File: src/rtl/ps2_pkg.sv
// Shared types and register map for the PS/2 keyboard receiver.
package ps2_pkg;
  typedef enum logic [1:0] {IDLE, DATA, PARITY, STOP} ps2_state_e;

  localparam logic [31:0] STATUS_OFS = 32'h0;
  localparam logic [31:0] DATA_OFS   = 32'h4;

  localparam int ST_NOT_EMPTY  = 0;
  localparam int ST_OVERFLOW   = 1;
  localparam int ST_PARITY_ERR = 2;
endpackage

File: src/rtl/io_bus_interface.sv
// Simple memory-mapped IO bus; read_data is returned one cycle after read_en.
interface io_bus_interface;
  logic        read_en;
  logic        write_en;
  logic [31:0] address;
  logic [31:0] write_data;
  logic [31:0] read_data;

  modport slave  (input read_en, write_en, address, write_data, output read_data);
  modport master (output read_en, write_en, address, write_data, input read_data);
endinterface

File: src/rtl/sync_fifo.sv
// Single-clock FIFO; SIZE must be a power of two. A pop frees room for a push in the same cycle.
module sync_fifo #(
  parameter int WIDTH = 8,
  parameter int SIZE  = 8
) (
  input  logic             clk,
  input  logic             reset_n,
  input  logic             push_i,
  input  logic             pop_i,
  input  logic [WIDTH-1:0] wdata_i,
  output logic [WIDTH-1:0] rdata_o,
  output logic             empty_o,
  output logic             full_o
);
  localparam int AW = $clog2(SIZE);

  logic [WIDTH-1:0] mem_q [SIZE];
  logic [AW-1:0]    wr_q, rd_q;
  logic [AW:0]      cnt_q;
  logic             do_push, do_pop;

  assign empty_o = (cnt_q == '0);
  assign full_o  = (cnt_q == (AW+1)'(SIZE));
  assign rdata_o = mem_q[rd_q];
  assign do_pop  = pop_i & ~empty_o;
  assign do_push = push_i & (~full_o | do_pop);

  always_ff @(posedge clk) begin
    if (do_push) mem_q[wr_q] <= wdata_i;
  end

  always_ff @(posedge clk) begin
    if (!reset_n) begin
      wr_q  <= '0;
      rd_q  <= '0;
      cnt_q <= '0;
    end else begin
      if (do_push) wr_q <= wr_q + AW'(1);
      if (do_pop)  rd_q <= rd_q + AW'(1);
      cnt_q <= cnt_q + (AW+1)'(do_push) - (AW+1)'(do_pop);
    end
  end
endmodule

File: src/rtl/ps2_keyboard_rx.sv
// PS/2 keyboard receiver with STATUS/DATA register window and a byte FIFO.
// Define PS2_PARITY_CHECK_EN to drop frames with bad odd parity and flag them in STATUS bit2.
module ps2_keyboard_rx
  import ps2_pkg::*;
#(
  parameter logic [31:0] BASE_ADDRESS   = 32'h80,
  parameter int          FIFO_DEPTH     = 8,
  parameter int          TIMEOUT_CYCLES = 5000
) (
  input  logic            clk,
  input  logic            reset_n,
  io_bus_interface.slave  io_bus,
  input  logic            ps2_clk,
  input  logic            ps2_data
);
  localparam int TW = $clog2(TIMEOUT_CYCLES + 1);

  logic [1:0]  clk_sync_q, dat_sync_q;
  logic        clk_prev_q;
  logic        fall, din;
  ps2_state_e  state_q, state_d;
  logic [2:0]  bit_cnt_q, bit_cnt_d;
  logic [7:0]  shift_q, shift_d;
  logic        parity_q, parity_d;
  logic [TW-1:0] tmo_q, tmo_d;
  logic        push_q, push_d;
  logic        par_err_set;
  logic        ovf_q, ovf_d, perr_q, perr_d;
  logic [31:0] rdata_q, rdata_d;
  logic        rd_status, rd_data, pop, ovf_set;
  logic        fifo_empty, fifo_full;
  logic [7:0]  fifo_head;
  logic        unused_bus;

  assign din  = dat_sync_q[1];
  assign fall = clk_prev_q & ~clk_sync_q[1];

  always_comb begin
    state_d     = state_q;
    bit_cnt_d   = bit_cnt_q;
    shift_d     = shift_q;
    parity_d    = parity_q;
    tmo_d       = '0;
    push_d      = 1'b0;
    par_err_set = 1'b0;
    // A stalled keyboard mid-frame must not wedge the receiver.
    if (state_q != IDLE && !fall) begin
      if (tmo_q == TW'(TIMEOUT_CYCLES - 1)) begin
        state_d   = IDLE;
        bit_cnt_d = '0;
      end else begin
        tmo_d = tmo_q + TW'(1);
      end
    end
    if (fall) begin
      case (state_q)
        IDLE: if (!din) begin
          state_d   = DATA;
          bit_cnt_d = '0;
        end
        DATA: begin
          shift_d   = {din, shift_q[7:1]};
          bit_cnt_d = bit_cnt_q + 3'd1;
          if (bit_cnt_q == 3'd7) state_d = PARITY;
        end
        PARITY: begin
          parity_d = din;
          state_d  = STOP;
        end
        STOP: begin
          state_d = IDLE;
          if (din) begin
`ifdef PS2_PARITY_CHECK_EN
            if (^{shift_q, parity_q}) push_d = 1'b1;
            else                      par_err_set = 1'b1;
`else
            push_d = 1'b1;
`endif
          end
        end
        default: state_d = IDLE;
      endcase
    end
  end

  assign rd_status = io_bus.read_en && (io_bus.address == BASE_ADDRESS + STATUS_OFS);
  assign rd_data   = io_bus.read_en && (io_bus.address == BASE_ADDRESS + DATA_OFS);
  assign pop       = rd_data & ~fifo_empty;
  assign ovf_set   = push_q & fifo_full & ~pop;

  always_comb begin
    rdata_d = '0;
    if (rd_status) begin
      rdata_d[ST_NOT_EMPTY]  = ~fifo_empty;
      rdata_d[ST_OVERFLOW]   = ovf_q;
      rdata_d[ST_PARITY_ERR] = perr_q;
    end else if (pop) begin
      rdata_d = {24'd0, fifo_head};
    end
    // Set events beat the clear-on-read of STATUS.
    ovf_d  = ovf_set | (ovf_q & ~rd_status);
    perr_d = par_err_set | (perr_q & ~rd_status);
  end

  always_ff @(posedge clk) begin
    if (!reset_n) begin
      clk_sync_q <= 2'b11;
      dat_sync_q <= 2'b11;
      clk_prev_q <= 1'b1;
      state_q    <= IDLE;
      bit_cnt_q  <= '0;
      shift_q    <= '0;
      parity_q   <= 1'b0;
      tmo_q      <= '0;
      push_q     <= 1'b0;
      ovf_q      <= 1'b0;
      perr_q     <= 1'b0;
      rdata_q    <= '0;
    end else begin
      clk_sync_q <= {clk_sync_q[0], ps2_clk};
      dat_sync_q <= {dat_sync_q[0], ps2_data};
      clk_prev_q <= clk_sync_q[1];
      state_q    <= state_d;
      bit_cnt_q  <= bit_cnt_d;
      shift_q    <= shift_d;
      parity_q   <= parity_d;
      tmo_q      <= tmo_d;
      push_q     <= push_d;
      ovf_q      <= ovf_d;
      perr_q     <= perr_d;
      rdata_q    <= rdata_d;
    end
  end

  assign io_bus.read_data = rdata_q;
  assign unused_bus = ^{io_bus.write_en, io_bus.write_data, parity_q};

  // shift_q is stable during the push cycle: the next frame needs many edges to reach DATA.
  sync_fifo #(.WIDTH(8), .SIZE(FIFO_DEPTH)) u_fifo (
    .clk     (clk),
    .reset_n (reset_n),
    .push_i  (push_q),
    .pop_i   (pop),
    .wdata_i (shift_q),
    .rdata_o (fifo_head),
    .empty_o (fifo_empty),
    .full_o  (fifo_full)
  );
endmodule

File: src/flat_wrapper.sv
// flat-port wrapper written by rule: the top's interface ports become plain ports
module ps2_keyboard_rx_flat import ps2_pkg::*;
#(
  parameter logic [31:0] BASE_ADDRESS   = 32'h80,
  parameter int          FIFO_DEPTH     = 8,
  parameter int          TIMEOUT_CYCLES = 5000
)
  (clk, reset_n, ps2_clk, ps2_data, io_bus_read_en, io_bus_write_en, io_bus_address, io_bus_write_data, io_bus_read_data);
  io_bus_interface io_bus_i ();
  input  logic clk;
  input  logic reset_n;
  input  logic ps2_clk;
  input  logic ps2_data;
  input wire logic [$bits(io_bus_i.read_en)-1:0] io_bus_read_en;
  input wire logic [$bits(io_bus_i.write_en)-1:0] io_bus_write_en;
  input wire logic [$bits(io_bus_i.address)-1:0] io_bus_address;
  input wire logic [$bits(io_bus_i.write_data)-1:0] io_bus_write_data;
  output wire logic [$bits(io_bus_i.read_data)-1:0] io_bus_read_data;
  assign io_bus_i.read_en = io_bus_read_en;
  assign io_bus_i.write_en = io_bus_write_en;
  assign io_bus_i.address = io_bus_address;
  assign io_bus_i.write_data = io_bus_write_data;
  assign io_bus_read_data = io_bus_i.read_data;
  ps2_keyboard_rx #(.BASE_ADDRESS(BASE_ADDRESS), .FIFO_DEPTH(FIFO_DEPTH), .TIMEOUT_CYCLES(TIMEOUT_CYCLES)) u_core (.clk(clk), .reset_n(reset_n), .io_bus(io_bus_i), .ps2_clk(ps2_clk), .ps2_data(ps2_data));
endmodule
File: config.mk
export PLATFORM = sky130hd
export DESIGN_NAME = ps2_keyboard_rx_flat
export DESIGN_NICKNAME = d
export VERILOG_FILES = /design/src/rtl/ps2_pkg.sv /design/src/rtl/io_bus_interface.sv /design/src/rtl/sync_fifo.sv /design/src/rtl/ps2_keyboard_rx.sv /design/src/flat_wrapper.sv
export SDC_FILE = /design/constraint.sdc
export NUM_CORES = 1
export LEC_CHECK = 0
export BUFFER_PORTS_ARGS = -buffer_cell sky130_fd_sc_hd__buf_2
export CAP_MARGIN = 20
export CORE_MARGIN = 2
export CORE_UTILIZATION = 54
export DETAILED_ROUTE_END_ITERATION = 16
export GPL_TIMING_DRIVEN = 0
export HOLD_SLACK_MARGIN = 0.12
export MAX_ROUTING_LAYER = met4
export PLACE_DENSITY_LB_ADDON = 0.15
export REMOVE_ABC_BUFFERS = 1
export SLEW_MARGIN = 40
export SYNTH_ARGS = -nofsm -noshare
export SYNTH_HDL_FRONTEND = slang
export SYNTH_SLANG_ARGS = --single-unit
File: constraint.sdc
create_clock -name clk -period 4.1 [get_ports clk]
set_input_delay 0.82 -clock clk [delete_from_list [all_inputs] [get_ports clk]]
set_output_delay 0.82 -clock clk [all_outputs]
set_load 0.05 [all_outputs]
==> metrics.txt <==
clock buffer depth 2; CTS clk-pin slew, worst paths 60 ps; worst path bufs/invs 1; Die ar. 9977 um^2; final setup margin 1330 ps; Tcrit/Tclk final 67.55%; Initial DRT Pass Iterations 4; mapped cell area 4965 um^2; largest family of logic cells by synthesized area simple AND/OR/NAND/NOR gates; first-pass GRT wire length 13490 um; global-route usage over all layers 18.54%; CP Launch Type input port; clock latency on the worst-skew pair 500 ps; Starting DRT DRC Count 176; share of flip-flops with an asynchronous set or reset 0%; Sink Count 119; H-tree lvl count 4; Post-layout nets 515; PostCTS Resize Cnt 0; setup slack at placement 781.5 ps; Site Rows 34; Final Util 65.97%; power consumption 2724 uW; HPWL after DPL 5589 um; compound-cell area share of the yosys netlist 3.629%; slowest stage delay, CP 660 ps; Initial Utilization 56.38%; Critical Path RT 4500 ps; Syn-to-layout area delta 17.01%; placed cells 523; vias in the first global route 2795; LEAKAGE 0.002101 uW; grt ovf 0; I/O Pins 102; Worst path slowest cell nor3_2; family with the most delay on the worst path simple AND/OR/NAND/NOR gates; Gate Count Post-Synth 381; core area 8806 um^2; Mapped Avg Cell Area 13.03 um^2; Post-synth EDFFs 64; Max Cap Viol 0; YS warnings 0; Post-Synth Adder-Cell Area 2.923%; chip height 99.89 um; Die W 99.89 um; DRC Markers 0; final std cells w/o fill 555; Pwr per Cell Area 468.9 nW/um^2; CTS tree yes; post-synthesis mux area share 9.753%; largest area contributor in the netlist edfxtp_1; WL final 8295 um; Critical Path End Type register; largest cells by area after synthesis edfxtp_1, dfxtp_1, mux4_2; simple-gate area share of the yosys netlist 14.82%; initial antenna violation count 0; setup bufs post-CTS 0; post-synthesis sequential area ratio 60.89%; Max Fanout on Critical Path 12; hold_buf cts 0; Hold Fails Final Rpt 0; CTS root buffer clkbuf_8; RSZ-0062 raised after global routing no; Max Clock Freq 361.1 MHz; Port Buf Inserts 44; Seq cells post-synth 119; share of the synthesized area in the top cell type 38.71%; Tmin final 2770 ps; critical path type input port to register; peak supply drop 0.0003132 V; via count 2928; Max Slew Vio Count 0; outcome complete, no violations; worst-margin pin slew 814.0 ps; gpl congestion 0.8349; Final setup viols 0; crit-path cells buf_2 -> nor4_2 -> nand4_1 -> nor3_2 -> nand2b_1 -> o21ai_0 -> ha_1 -> a21o_1 -> a21oi_1 -> xor2_1 -> and2_1; Critical Path AT 3170 ps; Hold/Removal Path Class register to register; Post-Synth XOR/XNOR Area 2.470%; Antenna Nets Post-Route 0; Max-slew headroom 45.66%; CTS Buf Count 17; Synth Flop Type edfxtp_1; layout cell share with drive strength beyond 1 25.73%; WL per Instance 14.95 um; Setup Skew 8.298 ps; Cell variety after synth 47; antenna cell count 0; pin count of the biggest net entering global routing 42; Setup TNS Final 0 ps; Vias/cell 5.276
## final timing paths
path                                              from                      to  slack (ps)  depth (start not counted)
worst max-delay path                 io_bus_address[1]  u_core.u_fifo.cnt_q[3]        1330                         11
worst min-delay path              u_core.dat_sync_q[0]    u_core.dat_sync_q[1]         410                          1
worst min register to register    u_core.dat_sync_q[0]    u_core.dat_sync_q[1]         410                          1
worst max register to register  u_core.u_fifo.cnt_q[2]  u_core.u_fifo.cnt_q[2]        1450                         12
## registers in the layout, indices dropped and copies added, names as in the netlist, named ones only
signal	flops
u_core.u_fifo.mem_q	64
u_core.tmo_q	13
u_core.io_bus.read_data	8
u_core.shift_q	8
u_core.u_fifo.cnt_q	4
u_core.bit_cnt_q	3
u_core.u_fifo.rd_q	3
u_core.u_fifo.wr_q	3
u_core.clk_sync_q	2
u_core.dat_sync_q	2
u_core.state_q	2
u_core.clk_prev_q	1
u_core.ovf_q	1
u_core.perr_q	1
u_core.push_q	1
## kinds of logic (layout without fill, tap and decap cells)
family	after synthesis	in the layout
compound gates	27	27
xor+xnor	14	14
fa+ha+maj	11	11
buf+inv	45	88
flops	119	119
mux	28	28
other cells	1	24
simple gates	136	136
## cell usage in the layout, fill, tap and decap left out, drive strengths merged, types with 7 or more instances in the layout
cell type	count
xor2	9
o21ai	7
ha	10
nand2b	11
nor2	25
inv	10
conb	24
mux2i	9
mux4	16
nor4	9
a21boi	8
dfxtp	55
nand2	39
nor2b	10
clkbuf	22
nor3b	8
edfxtp	64
nor3	8
buf	49
## synth_stat cells (2+ instances only)
master,instances
edfxtp_1,64
dfxtp_1,55
nand2_1,39
nor2_1,25
buf_4,24
mux4_2,16
nand2b_1,11
ha_1,10
nor2b_1,10
clkbuf_1,9
mux2i_1,9
xor2_1,9
a21boi_0,8
nor3_1,8
inv_1,7
nor3b_1,7
nor4_1,6
o21ai_0,6
a22oi_1,5
and2_1,5
nand3_1,5
xnor2_1,5
nand4_1,4
and3_1,3
buf_2,3
mux2_2,3
nor4_2,3
a21oi_1,2
nor4b_1,2
## layer usage
metal	wire (um)	share of wire, %	up-vias	global-route usage, %
met3	431	5.2	9	5.501
met5	0	0	-	-
met2	4106	49	77	29.78
met1	3664	44	1400	22.47
li1	-	-	1442	-
met4	93	1.1	0	6.744
## area by class of cell
type / instances / area, um^2
inverter: 7 / 26.28
multi-input combinational: 240 / 1803
fill: 660 / 2997
timing repair buffer: 49 / 245.2
clock buffer: 22 / 484.2
sequential: 119 / 3024
clock inverter: 10 / 91.34
tap: 108 / 135.1
## where the power goes
group          switching, uW  internal [uW]  total [uW]
Combinational           64.5           18.8        83.3
Sequential              1.28           1250        1250
Clock                    505            888        1390
## per-stage QoR
stage               instance area [um^2]  hold WS (ps)
finish                              5809         411.9
global route                        5809         427.8
CTS                                 5807         417.4
detailed placement                  5231         402.8
global placement                    5162         393.6
floorplan                           4807         386.3
Power figures use the tool's default switching activity.
